## config.mk

```make
export PLATFORM = sky130hd
export DESIGN_NAME = servo_pwm_multi
export DESIGN_NICKNAME = d
export VERILOG_FILES = /design/src/rtl/servo_pwm_pkg.sv /design/src/rtl/servo_pwm_ch.sv /design/src/rtl/servo_pwm_multi.sv
export SDC_FILE = /design/constraint.sdc
export NUM_CORES = 2
export LEC_CHECK = 0
export BUFFER_PORTS_ARGS = -buffer_cell sky130_fd_sc_hd__buf_4
export CORE_AREA = 2 2 251 253
export CTS_CLUSTER_DIAMETER = 30
export DETAILED_ROUTE_END_ITERATION = 8
export DIE_AREA = 0 0 253 255
export GPL_ROUTABILITY_DRIVEN = 0
export PLACE_DENSITY_LB_ADDON = 0.2
export SETUP_SLACK_MARGIN = 0.05
export SKIP_LAST_GASP = 1
export SLEW_MARGIN = 5
export SYNTH_ARGS = -nofsm -noshare
export SYNTH_HDL_FRONTEND = slang
export SYNTH_HIERARCHICAL = 1
export SYNTH_SLANG_ARGS = --single-unit
```

## constraint.sdc

```tcl
create_clock -name clk -period 8.9 [get_ports clk]
set_input_delay 0 -clock clk [delete_from_list [all_inputs] [get_ports clk]]
set_output_delay 0 -clock clk [all_outputs]
set_load 0.02 [all_outputs]
```

## src/rtl/servo_pwm_pkg.sv

```systemverilog
// servo_pwm_pkg: shared widths, servo timing constants and the per-frame slew step function.
package servo_pwm_pkg;
  localparam int DEF_CNT_W   = 24;
  localparam int DEF_STEP_W  = 16;
  localparam int PERIOD_20MS = 519999;
  localparam int PULSE_1MS   = 26000;
  localparam int PULSE_2MS   = 52000;
  // One bit of headroom so active+step and active-step never wrap.
  function automatic logic [31:0] slew_next(input logic [31:0] tgt, input logic [31:0] act, input logic [31:0] step);
    logic [32:0] t, a, s, r;
    t = {1'b0, tgt};
    a = {1'b0, act};
    s = {1'b0, step};
    r = s == '0 ? t : t > a ? (t - a > s ? a + s : t) : (a - t > s ? a - s : t);
    return r[31:0];
  endfunction
endpackage

```

## src/rtl/servo_pwm_ch.sv

```systemverilog
// servo_pwm_ch: one PWM channel with frame-committed width/enable, slew limiting and a two-stage output pipeline.
module servo_pwm_ch
  import servo_pwm_pkg::*;
#(
  parameter int CNT_W  = DEF_CNT_W,
  parameter int STEP_W = DEF_STEP_W
) (
  input  logic              clk,
  input  logic              rst_n,
  input  logic              boundary,
  input  logic              run,
  input  logic              wr,
  input  logic [CNT_W-1:0]  wr_pulse,
  input  logic [CNT_W-1:0]  cnt,
  input  logic              enable,
  input  logic [STEP_W-1:0] slew_step,
  output logic              pwm,
  output logic              settled
);
  logic [CNT_W-1:0] target, active, next_active;
  logic en_act, raw, state;
  assign next_active = CNT_W'(slew_next(32'(target), 32'(active), 32'(slew_step)));
  assign raw = run && en_act && cnt < active;
  assign settled = active == target;
  always_ff @(posedge clk or negedge rst_n) begin
    if (!rst_n) begin
      target <= '0;
      active <= '0;
      en_act <= 1'b0;
      state  <= 1'b0;
      pwm    <= 1'b0;
    end else begin
      if (wr) target <= wr_pulse;
      if (boundary) begin
        active <= next_active;
        en_act <= enable;
      end
      state <= raw;
      pwm   <= state;
    end
  end
endmodule

```

## src/rtl/servo_pwm_multi.sv

```systemverilog
// servo_pwm_multi: shared frame counter, write decode and frame_start pipeline driving NUM_CH PWM channels.
module servo_pwm_multi
  import servo_pwm_pkg::*;
#(
  parameter int NUM_CH = 4,
  parameter int CNT_W  = DEF_CNT_W,
  parameter int STEP_W = DEF_STEP_W,
  localparam int CH_W  = NUM_CH > 1 ? $clog2(NUM_CH) : 1
) (
  input  logic              clk,
  input  logic              reset_n,
  input  logic [CNT_W-1:0]  period,
  input  logic              wr_en,
  input  logic [CH_W-1:0]   wr_ch,
  input  logic [CNT_W-1:0]  wr_pulse,
  input  logic [NUM_CH-1:0] ch_enable,
  input  logic [STEP_W-1:0] slew_step,
  output logic [NUM_CH-1:0] pwm_out,
  output logic              frame_start,
  output logic [NUM_CH-1:0] settled
);
  logic [1:0] rsync;
  logic rst_n, run, boundary, fs0;
  logic [CNT_W-1:0] cnt;
  // Reset asserts immediately and releases two clocks later, in step with clk.
  always_ff @(posedge clk or negedge reset_n) begin
    if (!reset_n) rsync <= 2'b00;
    else rsync <= {rsync[0], 1'b1};
  end
  assign rst_n = rsync[1];
  assign run = period != '0;
  assign boundary = run && cnt >= period;
  always_ff @(posedge clk or negedge rst_n) begin
    if (!rst_n) begin
      cnt         <= '0;
      fs0         <= 1'b0;
      frame_start <= 1'b0;
    end else begin
      cnt         <= (boundary || !run) ? '0 : cnt + 1'b1;
      fs0         <= run && cnt == '0;
      frame_start <= fs0;
    end
  end
  for (genvar i = 0; i < NUM_CH; i++) begin : g_ch
    servo_pwm_ch #(.CNT_W(CNT_W), .STEP_W(STEP_W)) u_ch (
      .clk      (clk),
      .rst_n    (rst_n),
      .boundary (boundary),
      .run      (run),
      .wr       (wr_en && wr_ch == CH_W'(i)),
      .wr_pulse (wr_pulse),
      .cnt      (cnt),
      .enable   (ch_enable[i]),
      .slew_step(slew_step),
      .pwm      (pwm_out[i]),
      .settled  (settled[i])
    );
  end
endmodule
```

# ---- Yosys cells after proc, flatten, opt, wreduce, memory -nomap -nowiden
# Index checks and enable logic that the tools add are counted.
dict set report word_totals {
  elab_cells 102
  latch_bits 0
  n_memories 0
  reg_bits 232
  ramBits 0
  romBits 0
  out_inout_bits 9
}
dict set report op_classes {
  shift 0
  bitwise 0
  magnitude_cmp 17
  div_mod_pow 0
  muxes 17
  eq_ne 7
  add_sub_neg 17
  n_reduce_logical 20
  n_mul 0
}
# op count
set ops {}
lappend ops {{$mux 24} 17}
lappend ops {{$gt 33x16->1} 8}
lappend ops {{$sub 24x24->25} 8}
lappend ops {{$add 24x16->24} 4}
lappend ops {{$eq 24x24->1} 4}
lappend ops {{$gt 24x24->1} 4}
lappend ops {{$lt 24x24->1} 4}
lappend ops {{$sub 24x16->24} 4}
lappend ops {{$add 24x1->24 const B} 1}
lappend ops {{$ge 24x24->1} 1}
lappend ops {{$logic_not 24->1} 1}
lappend ops {{$reduce_bool 24->1} 1}
lappend ops {{$logic_not 16->1} 1}
lappend ops {{$logic_and 1x1->1} 14}
lappend ops {{$eq 2x2->1 const B} 2}
lappend ops {{$eq 2x1->1 const B} 1}
lappend ops {{$logic_not 2->1} 1}
lappend ops {{$logic_not 1->1} 1}
lappend ops {{$logic_or 1x1->1} 1}

# ---- Depth between registers and ports, before layout
dict set report depth {
  depth_word 5
  ltp_mapped 24
  ltp_nobuf 22
}

# ---- Hierarchy
# Netlist, hierarchy kept.
# module area_per_inst_um2 n_inst cells_each
set modules_own_cells {}
lappend modules_own_cells {{servo_pwm_ch at g_ch[2].u_ch ...} 8081.5 2 1052}
lappend modules_own_cells {{servo_pwm_ch at g_ch[0].u_ch} 8545.7 1 1143}
lappend modules_own_cells {{servo_pwm_ch at g_ch[1].u_ch} 8192.9 1 1066}
lappend modules_own_cells {servo_pwm_multi 2053.2 1 240}

# ---- Worst setup path after synthesis
# Ideal clock, no wire load.
dict set report synth_path {
  path_type {register -> register}
  start {reg g_ch[2].u_ch.target[0]}
  end {reg g_ch[2].u_ch.active[6]}
  stages_incl_launch_ff 23
  synth_period_minus_slack_ps 4680
  setup_slack_ps 4220
  required_ps 8763
  n_path_buf 1
  t_arrival_ps 4544
  path_cell_list {dfrtp_1 inv_1 ha_1 inv_1 fa_1 a21o_1 a22o_1 o31ai_4 o21ai_0 xor2_1 ha_1 and4_1 nand4_1 o31ai_1 a31oi_1 a211oi_1 o2111ai_1 or4_4 and2_1 buf_6 a221o_1 a32oi_1 a21oi_1}
}
dict set report synth_between {
  elab_chain_cells 5
  word_cells_on_any_way 9
}
# item line
set synth_lines {}
lappend synth_lines {{start: declaration} servo_pwm_ch.sv:20} ;# logic [CNT_W-1:0] target, active, next_active;
lappend synth_lines {{start signal: assignment} servo_pwm_ch.sv:33} ;# if (wr) target <= wr_pulse;
lappend synth_lines {{$sub 24x24->25} servo_pwm_pkg.sv:14} ;# r = s == '0 ? t : t > a ? (t - a > s ? a + s : t) : (a - t > s ? a - s : t);
lappend synth_lines {{$gt 33x16->1} servo_pwm_pkg.sv:14}
lappend synth_lines {{$mux 24} servo_pwm_pkg.sv:14}
lappend synth_lines {{$mux 24 * (2 in a row)} servo_pwm_pkg.sv:14}
lappend synth_lines {{end signal: assignment} servo_pwm_ch.sv:35} ;# active <= next_active;
lappend synth_lines {{end: declaration} servo_pwm_ch.sv:20}
# Every way passes the cells marked *; elsewhere a longest branch is shown, timed or not.
# A chain may end at the register's enable or synchronous reset.

# ---- Worst setup path in the final report
dict set report layout_path {
  start {reg g_ch[3].u_ch.active[1]}
  end {reg g_ch[3].u_ch.active[9]}
}
dict set report layout_between {
  elab_chain_cells 5
  word_cells_on_any_way 11
}
# item line
set layout_lines {}
lappend layout_lines {{start: declaration} servo_pwm_ch.sv:20}
lappend layout_lines {{start signal: assignment} servo_pwm_ch.sv:35}
lappend layout_lines {{$sub 24x24->25} servo_pwm_pkg.sv:14}
lappend layout_lines {{$gt 33x16->1} servo_pwm_pkg.sv:14}
lappend layout_lines {{$mux 24} servo_pwm_pkg.sv:14}
lappend layout_lines {{$mux 24 * (2 in a row)} servo_pwm_pkg.sv:14}
# Marks and branches as above.

==> summary.txt <==
Status
  • Status: finished, final reports clean

Synthesis
  • Syn_area_per_cell: 7.68 um2
  • Adder-cell share of the synthesized area: 0.210
  • Yosys reg bits: 232
  • Cell variety after synth: 108
  • Synth Instances: 4553
  • Post-synth EDFFs: 0
  • Xor and xnor fraction of the mapped netlist area: 0.0511
  • Asr flop ratio synth: 1.00
  • Combinational family with the most area after synthesis: compound AO/OA/AOI/OAI gates
  • Multiplexer area fraction after synthesis: 0.00623
  • Simple-Gate Fraction of Synth Area: 0.195
  • Seq/Total Area, Yosys: 0.166
  • Top FF cell, synth: dfrtp_1
  • Synth Area in Compound Gates: 0.302
  • Synthesized cell area: 35000 um2
  • Post-Syn Nets: 5204
  • Syn. warnings: 6

Power and ir drop
  • P_leak: 17.8 nW
  • Internal power: 4.92 mW
  • Switching power: 3.73 mW
  • Sequential power share: 0.155
  • Max rail drop VDD: 130 uV
  • Clk network pwr share: 0.329
  • Sw frac: 0.432
  • Pwr per Cell Area: 222 nW/um2
  • Power share of the combinational group: 0.516

Run
  • Max Cap Viol: 0

Floorplanning
  • Core Area: 62200 um2
  • Num rows: 92
  • Starting Density: 0.562
  • Die area: 64500 um2
  • IO Count: 82
  • Die width: 253 um
  • Die H: 255 um

Min path
  • Hold Path End: g_ch[2].u_ch/target[23]$_DFFE_PN0P_
  • Worst min path class: input pin to flop
  • Hold Path Stages: 5
  • HP Start: wr_ch[1]

Global route
  • Total gr overflow: 0
  • Vias in the first global route: 34641
  • Largest net degree at the start of global routing: 69
  • First-pass GRT wire length: 199000 um
  • Initial antenna violation count: 4
  • Global Route Usage Sum: 0.396

Setup path
  • Launching point of the worst reg2reg path: g_ch[3].u_ch/active[1]$_DFFE_PN0P_
  • Worst flop-to-flop path endpoint: g_ch[3].u_ch/active[9]$_DFFE_PN0P_
  • Critical path fanouts, max: 19
  • Reg2reg path depth: 19
  • Req. time, crit path: 9370 ps
  • Nature of the critical path startpoint: flop
  • CP arrival: 6080 ps
  • Flop2flop setup slack: 3290 ps
  • Critical path class: flop to flop
  • Setup crit end kind: flop

CTS
  • Clock Tree Buf Depth: 3
  • Number of post-CTS setup repair buffers: 0
  • Reg clk slew, reported paths: 40 ps
  • Clk Latency, worst-skew pair: 610 ps
  • Num Clock Sinks: 232
  • CTS HTree Levels: 3
  • PostCTS Resize Cnt: 0
  • Hold Buf Count CTS: 40
  • Number of CTS-inserted buffers: 69
  • Clk root buf: clkbuf_16
  • CTS tree: built

Drt
  • WL final: 131000 um
  • Avg WL per Cell: 24.1 um
  • Iter 0 DRT Violations: 4990
  • Via Count: 37030
  • # DRC: 0
  • Vias per cell: 6.81
  • Drt pass-1 iters: 8
  • Post-DRT Antenna Nets: 0

STA
  • Max_slew headroom: 0.189
  • Final clock skew: 31.1 ps
  • Max Fclk: 178 MHz
  • Final Max Slew Viols: 0
  • Final Cycle Share: 0.631
  • Worst-margin pin slew: 1200 ps
  • Setup TNS: 0 ps
  • Fin. Hold Viols: 0
  • RSZ-0062 raised after global routing: false
  • Setup Viol. Count Final: 0
  • Final min period: 5610 ps

Placed design
  • Post-DP HPWL: 97300 um
  • Port Buf Inserts: 81

Cells and area
  • Layout cell share with drive strength beyond 1: 0.0740
  • Utilization after layout: 0.627
  • Nets@finish: 5229
  • Synth-to-layout area growth: 11.5%
layer usage:
metal,track usage,wire (um),vias up
li1,-,-,16905
met1,0.536,53100,17309
met2,0.577,53400,2339
met3,0.0901,16000,471
met4,0.233,8280,6
met5,0,40,-
cell type report:
cell class / instances / area, um2
multi-input combinational: 3726 / 26800
timing repair buffer: 147 / 1200
tap: 799 / 1000
antenna: 5 / 12.5
clock inverter: 40 / 674
fill: 5440 / 23200
sequential: 232 / 5810
clock buffer: 88 / 1970
inverter: 402 / 1510
cells by family after synthesis:
| kind of cell | count (synthesis) |
|---|---|
| mux | 21 |
| other cells | 1 |
| xor+xnor | 204 |
| compound gates | 1565 |
| buf+inv | 595 |
| simple gates | 1357 |
| fa+ha+maj | 578 |
| flops | 232 |
cell usage after synthesis (51+ instances only):
cell type | number | area share
ha_1 | 562 | 0.20
inv_1 | 400 | 0.043
a21oi_1 | 376 | 0.054
nand2_1 | 357 | 0.038
o21ai_0 | 347 | 0.050
nor2_1 | 288 | 0.031
dfrtp_1 | 232 | 0.17
nand3_1 | 132 | 0.019
xnor2_1 | 131 | 0.033
nor3_1 | 126 | 0.018
a21o_1 | 119 | 0.026
nand4_1 | 109 | 0.020
clkbuf_1 | 105 | 0.011
xor2_1 | 73 | 0.018
buf_2 | 70 | 0.010
o21a_1 | 69 | 0.015
a211oi_1 | 54 | 0.012
nor2b_1 | 53 | 0.0095
o211ai_1 | 51 | 0.011
power by group through the flow:
stage	Combinational, mW	Clock (mW)	Sequential, mW
3_5_place_dp	4.27	0	1.34
6_report	4.46	2.85	1.34
5_1_grt	4.87	2.91	1.35
2_1_floorplan	3.24	0	1.31
3_3_place_gp	4.23	0	1.34
4_1_cts	4.32	2.86	1.33
critical path, cell delays in order, from the launching register on:
cell and delay, ps:
dfrtp_1 440, inv_1 200, fa_1 470, a21o_1 200
a22o_1 250, o31ai_4 390, o21ai_0 230, xor2_1 190
ha_1 310, and4_1 220, nand4_1 130, o31ai_1 260
a31oi_1 70, a211oi_1 210, o2111ai_1 170, or4_4 460
and2_1 520, nand2_2 380, o22ai_1 110, a221o_1 280
how the worst max path moves through the flow:
stage                                                      to  slack, ps  depth (start not counted)                          startpoint
final                      g_ch[3].u_ch/active[9]$_DFFE_PN0P_       3290                         19  g_ch[3].u_ch/active[1]$_DFFE_PN0P_
after global routing      g_ch[3].u_ch/active[22]$_DFFE_PN0P_       2840                         22  g_ch[3].u_ch/active[0]$_DFFE_PN0P_
after CTS                 g_ch[3].u_ch/active[23]$_DFFE_PN0P_       3390                         20  g_ch[3].u_ch/active[1]$_DFFE_PN0P_
after detailed placement   g_ch[3].u_ch/active[6]$_DFFE_PN0P_       3400                         21  g_ch[3].u_ch/target[0]$_DFFE_PN0P_
after global placement    g_ch[2].u_ch/active[23]$_DFFE_PN0P_       3570                         20  g_ch[2].u_ch/active[1]$_DFFE_PN0P_
after floorplan                              cnt[0]$_DFF_PN0_       1960                          0                  rsync[1]$_DFF_PN0_
stage by stage:
| step | worst slack (ps) | cell area, um2 | std cells | power, mW | hold slack (ps) |
|---|---|---|---|---|---|
| after floorplan | 1960 | 35000 | 4553 | 4.54 | -296 |
| after global placement | 3570 | 35900 | 5266 | 5.57 | -217 |
| after detailed placement | 3400 | 35900 | 5266 | 5.62 | -217 |
| after CTS | 3390 | 39000 | 5434 | 8.51 | 8.51 |
| after global routing | 2840 | 39000 | 5434 | 9.14 | 88.3 |
| final | 3290 | 39000 | 5439 | 8.65 | 13.7 |
state kept, by name, summed over array words and instances (netlist names):
register,count
g_ch.u_ch/pwm,4
rsync,2
g_ch.u_ch/active,96
frame_start,1
fs0,1
cnt,24
g_ch.u_ch/state,4
g_ch.u_ch/target,96
g_ch.u_ch/en_act,4
placed cells by master, fill, tap and decap left out, types with 74 or more instances in the layout:
master,n
xnor2_1,131
nand3_1,132
clkbuf_16,74
buf_4,107
dfrtp_1,231
nor2_1,287
a21o_1,119
a21oi_1,376
nand2_1,357
nor3_1,126
o21ai_0,347
nand4_1,109
inv_1,400
ha_1,562
(Power assumes the default switching activity.)
